[config.mk]
export PLATFORM = sky130hd
export DESIGN_NAME = parallel_bus_slave_burst
export DESIGN_NICKNAME = d
export VERILOG_FILES = /design/src/rtl/parallel_bus_slave_burst.sv
export SDC_FILE = /design/constraint.sdc
export NUM_CORES = 1
export LEC_CHECK = 0
export ABC_AREA = 1
export CELL_PAD_IN_SITES_DETAIL_PLACEMENT = 0
export CELL_PAD_IN_SITES_GLOBAL_PLACEMENT = 1
export CORE_UTILIZATION = 41
export DETAILED_ROUTE_END_ITERATION = 16
export HOLD_SLACK_MARGIN = 0.12
export PLACE_DENSITY = 0.95
export SLEW_MARGIN = 0
export SYNTH_ARGS = -nofsm -noshare
export SYNTH_HDL_FRONTEND = slang
export SYNTH_SLANG_ARGS = --single-unit
[constraint.sdc]
create_clock -name clock50 -period 2.9 [get_ports clock50]
set_input_delay 0.58 -clock clock50 [delete_from_list [all_inputs] [get_ports clock50]]
set_output_delay 0.58 -clock clock50 [all_outputs]
set_load 0.005 [all_outputs]
[src/rtl/parallel_bus_slave_burst.sv]
// rtl/parallel_bus_slave_burst.sv - multi-beat parallel bus slave with four-phase handshake, burst addressing and read prefetch
module parallel_bus_slave_burst #(
  parameter int BUS_WIDTH         = 8,
  parameter int BEATS_PER_DATA    = 2,
  parameter int BEATS_PER_ADDRESS = 2,
  parameter int ADDRESS_DEPTH     = 14,
  parameter int AUTO_INCREMENT    = 1,
  parameter int SYNC_STAGES       = 2,
  localparam int DATA_W           = BEATS_PER_DATA * BUS_WIDTH
) (
  input  logic                     clock50,
  input  logic                     reset,
  input  logic [BUS_WIDTH-1:0]     bus_in,
  output logic [BUS_WIDTH-1:0]     bus_out,
  output logic                     bus_oe,
  input  logic                     read,
  input  logic                     register_select,
  input  logic                     enable,
  output logic                     ack_valid,
  output logic [ADDRESS_DEPTH-1:0] mem_addr,
  output logic [DATA_W-1:0]        mem_wdata,
  output logic                     mem_we,
  input  logic [DATA_W-1:0]        mem_rdata,
  output logic [15:0]              errors
);

  localparam int SYNC_N = (SYNC_STAGES < 2) ? 2 : SYNC_STAGES;
  localparam int ADDR_W = BEATS_PER_ADDRESS * BUS_WIDTH;
  localparam int DB_W   = (BEATS_PER_DATA > 1) ? $clog2(BEATS_PER_DATA) : 1;
  localparam int AB_W   = (BEATS_PER_ADDRESS > 1) ? $clog2(BEATS_PER_ADDRESS) : 1;
  localparam logic [DB_W-1:0] D_MSB = DB_W'(BEATS_PER_DATA - 1);
  localparam logic [AB_W-1:0] A_MSB = AB_W'(BEATS_PER_ADDRESS - 1);

  typedef enum logic [1:0] {IDLE, FETCH, EXEC, ACK} state_t;

  state_t state, state_next;

  logic [SYNC_N-1:0]    read_sync, rs_sync, en_sync;
  logic [BUS_WIDTH-1:0] bus_sync [SYNC_N];
  logic                 read_s, rs_s, en_s;
  logic [BUS_WIDTH-1:0] bus_s;

  logic [ADDR_W-1:0] addr_reg, addr_asm;
  logic [DATA_W-1:0] wdata_reg, wdata_asm, rd_word;
  logic [AB_W-1:0]   abeat;
  logic [DB_W-1:0]   dbeat, rbeat, dbeat_eff, rbeat_eff;
  logic              rd_valid, fetch_cnt;
  logic              wr_addr, wr_data, rd_data, flip_err, addr_err;

  always_ff @(posedge clock50) begin
    if (reset) begin
      read_sync <= '0;
      rs_sync   <= '0;
      en_sync   <= '0;
      for (int i = 0; i < SYNC_N; i++) bus_sync[i] <= '0;
    end else begin
      read_sync   <= {read_sync[SYNC_N-2:0], read};
      rs_sync     <= {rs_sync[SYNC_N-2:0], register_select};
      en_sync     <= {en_sync[SYNC_N-2:0], enable};
      bus_sync[0] <= bus_in;
      for (int i = 1; i < SYNC_N; i++) bus_sync[i] <= bus_sync[i-1];
    end
  end

  assign read_s = read_sync[SYNC_N-1];
  assign rs_s   = rs_sync[SYNC_N-1];
  assign en_s   = en_sync[SYNC_N-1];
  assign bus_s  = bus_sync[SYNC_N-1];

  assign bus_oe    = read_s;
  assign ack_valid = (state == ACK);

  always_ff @(posedge clock50) begin
    if (reset) state <= IDLE;
    else       state <= state_next;
  end

  always_comb begin
    state_next = state;
    case (state)
      IDLE:  if (en_s) state_next = (read_s && rs_s && !rd_valid) ? FETCH : EXEC;
      FETCH: if (fetch_cnt) state_next = EXEC;
      EXEC:  state_next = ACK;
      ACK:   if (!en_s) state_next = IDLE;
      default: state_next = IDLE;
    endcase
  end

  // A beat of the other direction while a word is half transferred is a protocol error;
  // both beat counters restart and the current beat is taken as the first of a new word.
  always_comb begin
    wr_addr   = !rs_s && !read_s;
    wr_data   = rs_s && !read_s;
    rd_data   = rs_s && read_s;
    flip_err  = (wr_data && rbeat != D_MSB) || (rd_data && dbeat != D_MSB);
    addr_err  = wr_addr && dbeat != D_MSB;
    dbeat_eff = (flip_err || addr_err) ? D_MSB : dbeat;
    rbeat_eff = flip_err ? D_MSB : rbeat;
    addr_asm  = addr_reg;
    addr_asm[int'(abeat)*BUS_WIDTH +: BUS_WIDTH] = bus_s;
    wdata_asm = wdata_reg;
    wdata_asm[int'(dbeat_eff)*BUS_WIDTH +: BUS_WIDTH] = bus_s;
  end

  always_ff @(posedge clock50) begin
    if (reset) begin
      bus_out   <= '0;
      mem_addr  <= '0;
      mem_wdata <= '0;
      mem_we    <= 1'b0;
      errors    <= '0;
      addr_reg  <= '0;
      wdata_reg <= '0;
      rd_word   <= '0;
      abeat     <= A_MSB;
      dbeat     <= D_MSB;
      rbeat     <= D_MSB;
      rd_valid  <= 1'b0;
      fetch_cnt <= 1'b0;
    end else begin
      mem_we    <= 1'b0;
      fetch_cnt <= (state == FETCH) && !fetch_cnt;

      // Post-write increment lands after the strobe so the memory sees the old address.
      if (mem_we && AUTO_INCREMENT != 0) mem_addr <= mem_addr + ADDRESS_DEPTH'(1);

      if (state == FETCH && fetch_cnt) begin
        rd_word  <= mem_rdata;
        rd_valid <= 1'b1;
      end

      if (state == EXEC) begin
        if ((flip_err || addr_err) && errors != 16'hFFFF) errors <= errors + 16'd1;

        if (wr_addr) begin
          addr_reg <= addr_asm;
          dbeat    <= dbeat_eff;
          if (abeat == '0) begin
            abeat    <= A_MSB;
            mem_addr <= addr_asm[ADDRESS_DEPTH-1:0];
            rd_valid <= 1'b0;
            rbeat    <= D_MSB;
          end else begin
            abeat <= abeat - AB_W'(1);
          end
        end else if (wr_data) begin
          wdata_reg <= wdata_asm;
          rd_valid  <= 1'b0;
          rbeat     <= rbeat_eff;
          if (dbeat_eff == '0) begin
            mem_wdata <= wdata_asm;
            mem_we    <= 1'b1;
            dbeat     <= D_MSB;
          end else begin
            dbeat <= dbeat_eff - DB_W'(1);
          end
        end else if (rd_data) begin
          bus_out <= rd_word[int'(rbeat_eff)*BUS_WIDTH +: BUS_WIDTH];
          dbeat   <= dbeat_eff;
          if (rbeat_eff == '0) begin
            rbeat    <= D_MSB;
            rd_valid <= 1'b0;
            if (AUTO_INCREMENT != 0) mem_addr <= mem_addr + ADDRESS_DEPTH'(1);
          end else begin
            rbeat <= rbeat_eff - DB_W'(1);
          end
        end else begin
          bus_out <= BUS_WIDTH'(errors);
        end
      end
    end
  end

endmodule

==> results of run 1 <==
## placed cells by master, fill, tap and decap left out, types with 5 or more instances in the layout
cell type	count
nand3_1	33
nand4_1	7
nand2_1	156
nor2_2	5
nor3_1	7
nor2_1	99
clkbuf_16	17
o21ai_1	8
ha_1	7
xnor2_1	7
inv_2	5
a211oi_1	6
o211ai_1	5
a21oi_2	9
o21ai_0	61
inv_1	99
dfxtp_1	114
a21oi_1	50
o22ai_1	5
clkdlybuf4s50_1	84
nand2_2	12
xor2_1	9
## path summary, 6_finish.rpt
kind	to	slack, ns	from
min reg2reg	bus_sync[0][11]	0.40	bus_sync[0][3]
min	bus_sync[0][11]	0.40	bus_sync[0][3]
max	mem_we	0.57	mem_we
max reg2reg	mem_wdata[10]	0.71	read_sync[1]
## cell families after synthesis
| kind of cell | synth area share |
|---|---|
| adder cells (fa/ha/maj) | 0.0164 |
| XOR/XNOR | 0.0262 |
| AND/OR/NAND/NOR | 0.266 |
| flip-flops | 0.426 |
| AO/OA/AOI/OAI | 0.162 |
| buffers and inverters | 0.103 |
## power groups by stage
stage,sequential [mW],combinational (mW),clock [mW]
finish,1.77,0.735,2.19
global placement,1.80,0.725,0
floorplan,1.78,0.511,0
detailed placement,1.80,0.729,0
global route,1.78,0.844,2.32
CTS,1.77,0.735,2.23
## layout make-up
cell class / instances / area share
inverter: 107 / 0.0585
clock inverter: 13 / 0.0249
multi-input combinational: 507 / 0.364
timing repair buffer: 89 / 0.126
tap: 172 / 0.0311
clock buffer: 19 / 0.0654
sequential: 114 / 0.330
## routing by layer
metal	vias to the layer above	global-route usage	part of all wire
met5	-	0	0
met4	0	0.0786	0.012
met3	12	0.0612	0.035
met2	81	0.326	0.46
met1	2253	0.269	0.49
li1	2574	-	-
==> flow_summary_export.csv, run 1 <==
group,metric,value,unit
run_status,outcome,"finished, final reports clean",
synthesis,synth_commonest_cells,"nand2_1, dfxtp_1, inv_1, nor2_1, o21ai_0",
synthesis,ys_seq_area_frac,0.426,
layout,fin_util,0.546,
synthesis,netlist_instances,757,
place,portBuffers,85,
floorplan,fp.dieH,116,um
layout,final_area,0.00692,mm2
synthesis,synthFlopType,"dfxtp_1",
synthesis,ys_ff_latch,114,
clocking,postCtsSetupRepairBufs,0,
setup_path,crit_type,"flip-flop to output port",
setup_path,cp-start-kind,"flip-flop",
setup_path,crit_family,"flip-flops",
synthesis,syn-num-nets,793,
hold_path,hold_class,"flip-flop to flip-flop",
sta,fin_crit_sh,0.802,
synthesis,syn_avg_cell_area,7.07,um2
grt,grt_usage,0.208,
routing,ant_nets,0,
place,place_hpwl,9.07,mm
sta,max_slew_margin,0.559,
routing,drtIter0Drc,326,
floorplan,dieArea,0.0135,mm2
floorplan,start_util,0.423,
sta,rsz0062_at_grt,"false",
run,maxCapViolations,0,
sta,finalSetupViolCount,0,
routing,wire_per_inst,12.7,um
power,ir_drop,460,uV
setup_path,crit_fanout,15,
synthesis,yosys.area.top_type,"dfxtp_1",
clocking,clock_path_buffers,2,
synthesis,synth_cell_type_count,40,
sta,worstMarginPinSlew,0.661,ns
power,switchingPower,1.32,mW
setup_path,setup.worst_path.end_class,"output port",
sta,final.setup.worst_slack,0.573,ns
grt,grt_max_degree,56,
power,sequentialPowerShare,0.377,
routing,vias,4920,
floorplan,io-pin-count,86,
synthesis,ys_async_sr_fraction,0,
synthesis,synth_top_area_share,0.426,
place,gp_congestion,0.840,
clocking,post_cts_resized,0,
power,fin_total_pwr,4.70,mW
layout,fillers,1233,
setup_path,slowest_stage,"dfxtp_1",
layout,stdcell_count,1021,
sta,clock_skew,0.0103,ns
layout,multiInputGateArea,0.00252,mm2
clocking,cts_tree,"built",
setup_path,slowest_delay,0.71,ns
layout,nNetsFinal,872,
setup_path,critPathRequiredTime,2.32,ns
layout,area_growth,29.3,%
clocking,clock-sinks,114,
setup_path,cp.arrival,1.75,ns
synthesis,synthTopCellsByArea,"dfxtp_1, nand2_1, inv_1",
power,p_leak,2.93,nW
clocking,cts-buffers-inserted,17,
floorplan,coreArea,0.0127,mm2
sta,fmax,0.430,GHz
power,switching_share,0.280,
sta,tns,0,ns
hold_path,hold_depth,2,
routing,drt-total-wl,13.0,mm
floorplan,die_w,116,um
setup_path,worst_r2r_path_depth,10,
routing,routed_via_density,4.82,
grt,grt_pass1_wl,21.7,mm
synthesis,synth_most_common_cell,"nand2_1",
setup_path,cp_num_buf_inv,1,
power,combPwrFrac,0.156,
power,power_density,678,mW/mm2
routing,drc_errors,0,
clocking,cts_hold_buffers,0,
layout,drive_above_1_share,0.0978,
sta,hold_viol_final,0,
grt,grt_overflow,0,
floorplan,num_rows,41,
synthesis,synth.cell_area,0.00535,mm2
setup_path,crit_cells,1,
power,p_clk_frac,0.467,
grt,antenna_found_initial,0,
sta,period_minus_slack,2.33,ns
layout,insertedDiodeCount,0,
place,pre_cts_slack,0.750,ns
place,dp.cells,989,
layout,seq_area,0.00228,mm2
grt,grt_pass1_vias,4539,
routing,dr.pass1.iters,4,
clocking,insertion_delay,0.42,ns
clocking,cts_root_buffer,"clkbuf_16",
clocking,htreeDepth,4,
sta,hold_ws,0.399,ns
clocking,clk_pin_slew,0.06,ns
sta,drv_slew,0,
setup_path,cp_cell_sequence,"clkdlybuf4s50_1",
synthesis,synth_edf_count,0,
synthesis,ys_warn_count,0,
power,p_int,3.38,mW
place,place_area,0.00630,mm2
Power figures use the tool's default switching activity.
==> inputs of run 2 (changes only) <==
--- a/config.mk
+++ b/config.mk
@@ -8,10 +8,10 @@
 export ABC_AREA = 1
 export CELL_PAD_IN_SITES_DETAIL_PLACEMENT = 0
 export CELL_PAD_IN_SITES_GLOBAL_PLACEMENT = 1
-export CORE_UTILIZATION = 41
+export CORE_UTILIZATION = 34
 export DETAILED_ROUTE_END_ITERATION = 16
 export HOLD_SLACK_MARGIN = 0.12
-export PLACE_DENSITY = 0.95
+export PLACE_DENSITY = 0.87
 export SLEW_MARGIN = 0
 export SYNTH_ARGS = -nofsm -noshare
 export SYNTH_HDL_FRONTEND = slang
==> constraint.sdc (replaced) <==
create_clock -name clock50 -period 2 [get_ports clock50]
set_input_delay 0.4 -clock clock50 [delete_from_list [all_inputs] [get_ports clock50]]
set_output_delay 0.4 -clock clock50 [all_outputs]
set_load 0.005 [all_outputs]
==> run 2 against run 1 <==
Net effect:
- critical path depth grew 1
- routed wire length is 4.0% higher
- clock skew is 0.0023 ns lower
- clock power is 42% higher
- global-route usage is 3.1 points lower
- setup slack got worse by 0.49 ns
- non-clock buffer count increased by 14
- largest cell class unchanged
- largest power group unchanged
==> flow_summary_export.csv, run 2 (synthesis results as in run 1) <==
group,metric,value,unit
routing,vias,4948,
setup_path,crit_family,"buffers and inverters",
sta,fin_crit_sh,0.956,
routing,routed_via_density,4.61,
power,sequentialPowerShare,0.379,
grt,grt_pass1_wl,22.4,mm
power,combPwrFrac,0.161,
grt,grt_pass1_vias,4625,
setup_path,slowest_stage,"clkdlybuf4s50_1",
layout,final_common_cell,"nand2_1",
setup_path,setup.worst_path.end_class,"output port",
grt,antenna_found_initial,0,
routing,drc_errors,0,
power,p_leak,2.99,nW
floorplan,coreArea,0.0153,mm2
clocking,cts_hold_buffers,0,
floorplan,io-pin-count,86,
sta,period_minus_slack,1.91,ns
layout,nNetsFinal,886,
layout,layout_common_cells,"nand2_1, dfxtp_1, inv_1, nor2_1, clkdlybuf4s50_1",
power,ir_drop,644,uV
power,p_clk_frac,0.460,
sta,worstMarginPinSlew,0.463,ns
sta,drv_slew,0,
run_status,outcome,"finished, final reports clean",
grt,grt_overflow,0,
sta,hold_viol_final,0,
routing,dr.pass1.iters,4,
sta,rsz0062_at_grt,"false",
floorplan,start_util,0.351,
floorplan,dieArea,0.0163,mm2
sta,finalSetupViolCount,0,
sta,final.setup.worst_slack,0.0875,ns
floorplan,fp.dieH,127,um
layout,drive_above_1_share,0.115,
sta,max_slew_margin,0.690,
power,p_int,4.85,mW
routing,wire_per_inst,12.6,um
place,place_hpwl,9.71,mm
layout,insertedDiodeCount,0,
sta,clock_skew,0.00798,ns
clocking,clock_path_buffers,2,
grt,grt_max_degree,56,
clocking,insertion_delay,0.42,ns
power,switchingPower,1.92,mW
clocking,cts_root_buffer,"clkbuf_16",
place,portBuffers,85,
setup_path,crit_fanout,3,
routing,drtIter0Drc,232,
setup_path,crit_type,"flip-flop to output port",
place,pre_cts_slack,0.251,ns
clocking,cts-buffers-inserted,17,
setup_path,cp_num_buf_inv,1,
sta,tns,0,ns
layout,stdcell_count,1074,
power,power_density,957,mW/mm2
floorplan,die_w,127,um
place,gp_congestion,0.814,
setup_path,slowest_delay,0.53,ns
routing,ant_nets,0,
layout,area_growth,32.1,%
place,dp.cells,1042,
setup_path,cp_cell_sequence,"ha_2 > clkdlybuf4s50_1",
routing,drt-total-wl,13.5,mm
hold_path,hold_class,"flip-flop to flip-flop",
setup_path,critPathRequiredTime,1.60,ns
grt,grt_usage,0.177,
clocking,clock-sinks,114,
floorplan,num_rows,45,
clocking,clk_pin_slew,0.05,ns
run,maxCapViolations,0,
setup_path,cp-start-kind,"flip-flop",
setup_path,cp.arrival,1.51,ns
sta,fmax,0.523,GHz
power,switching_share,0.284,
clocking,cts_tree,"built",
layout,fillers,1530,
clocking,htreeDepth,4,
run 2: cell count changes in the layout (fill, tap and decap cells not counted), moves of 2 or more:
cell	change
buf_4	+13
clkinv_4	-3
clkbuf_8	-2
clkinv_2	+2
clkinvlp_4	+2
run 2: worst paths after layout:
kind | startpoint | to | slack, ns | cells after the start
worst max-delay path | state[0] | ack_valid | 0.09 | 2
worst min-delay path | en_sync[0] | en_sync[1] | 0.40 | 2
worst max register to register | state[0] | addr_reg[12] | 0.26 | 8
worst min register to register | en_sync[0] | en_sync[1] | 0.40 | 2
run 2: final cells by class:
| cell class | count | area [um2] | share of cell area |
|---|---|---|---|
| inverters | 107 | 405 | 0.0573 |
| clock inverters | 15 | 180 | 0.0255 |
| flip-flops and latches | 114 | 2280 | 0.323 |
| multi-input cells | 507 | 2520 | 0.357 |
| repair buffers | 103 | 993 | 0.140 |
| clock buffers | 17 | 425 | 0.0601 |
| well taps | 211 | 264 | 0.0373 |
run 2: worst register-to-register path, cell delays in order, from the launching register on:
cell	delay (ns)
dfxtp_1	0.36
inv_1	0.10
ha_1	0.22
buf_4	0.21
nand2_1	0.15
inv_1	0.08
nand2_1	0.29
nor2_1	0.08
a211oi_1	0.18
run 2: metal layers:
layer / global-route usage / up-vias / part of all wire
met1: 0.231 / 2230 / 0.50
met3: 0.0461 / 10 / 0.037
met5: 0 / - / 0
met2: 0.280 / 93 / 0.45
met4: 0.0651 / 0 / 0.014
li1: - / 2615 / -
run 2: timing repair:
item / in CTS / in global routing
endpoints found under the setup margin: 0 / 1
gates resized for setup: 0 / 2
buffers inserted: 0 / 0
endpoints found under the hold margin: 0 / 0
run 2: power groups by stage:
stage	Clock, mW	Combinational [mW]	Sequential, mW
6_report	3.12	1.09	2.56
5_1_grt	3.28	1.26	2.59
4_1_cts	3.15	1.10	2.56
3_5_place_dp	0	1.09	2.61
3_3_place_gp	0	1.09	2.61
2_1_floorplan	0	0.740	2.58
run 2: stage by stage:
stage | hold slack [ns] | power, mW | area (um2) | util
4_1_cts | 0.402 | 6.81 | 7070 | 0.463
3_5_place_dp | 0.394 | 3.70 | 6460 | 0.424
6_report | 0.402 | 6.77 | 7070 | 0.464
3_3_place_gp | 0.390 | 3.70 | 6460 | 0.424
2_1_floorplan | 0.388 | 3.32 | 5350 | -
5_1_grt | 0.416 | 7.12 | 7070 | 0.464
==> inputs of run 3 (changes only) <==
--- a/config.mk
+++ b/config.mk
@@ -9,6 +9,7 @@
 export CELL_PAD_IN_SITES_DETAIL_PLACEMENT = 0
 export CELL_PAD_IN_SITES_GLOBAL_PLACEMENT = 1
 export CORE_UTILIZATION = 34
+export CTS_CLUSTER_DIAMETER = 120
 export DETAILED_ROUTE_END_ITERATION = 16
 export HOLD_SLACK_MARGIN = 0.12
 export PLACE_DENSITY = 0.87
==> results of run 3 <==
The final DEF is identical to that of run 2; final timing and power are the same.
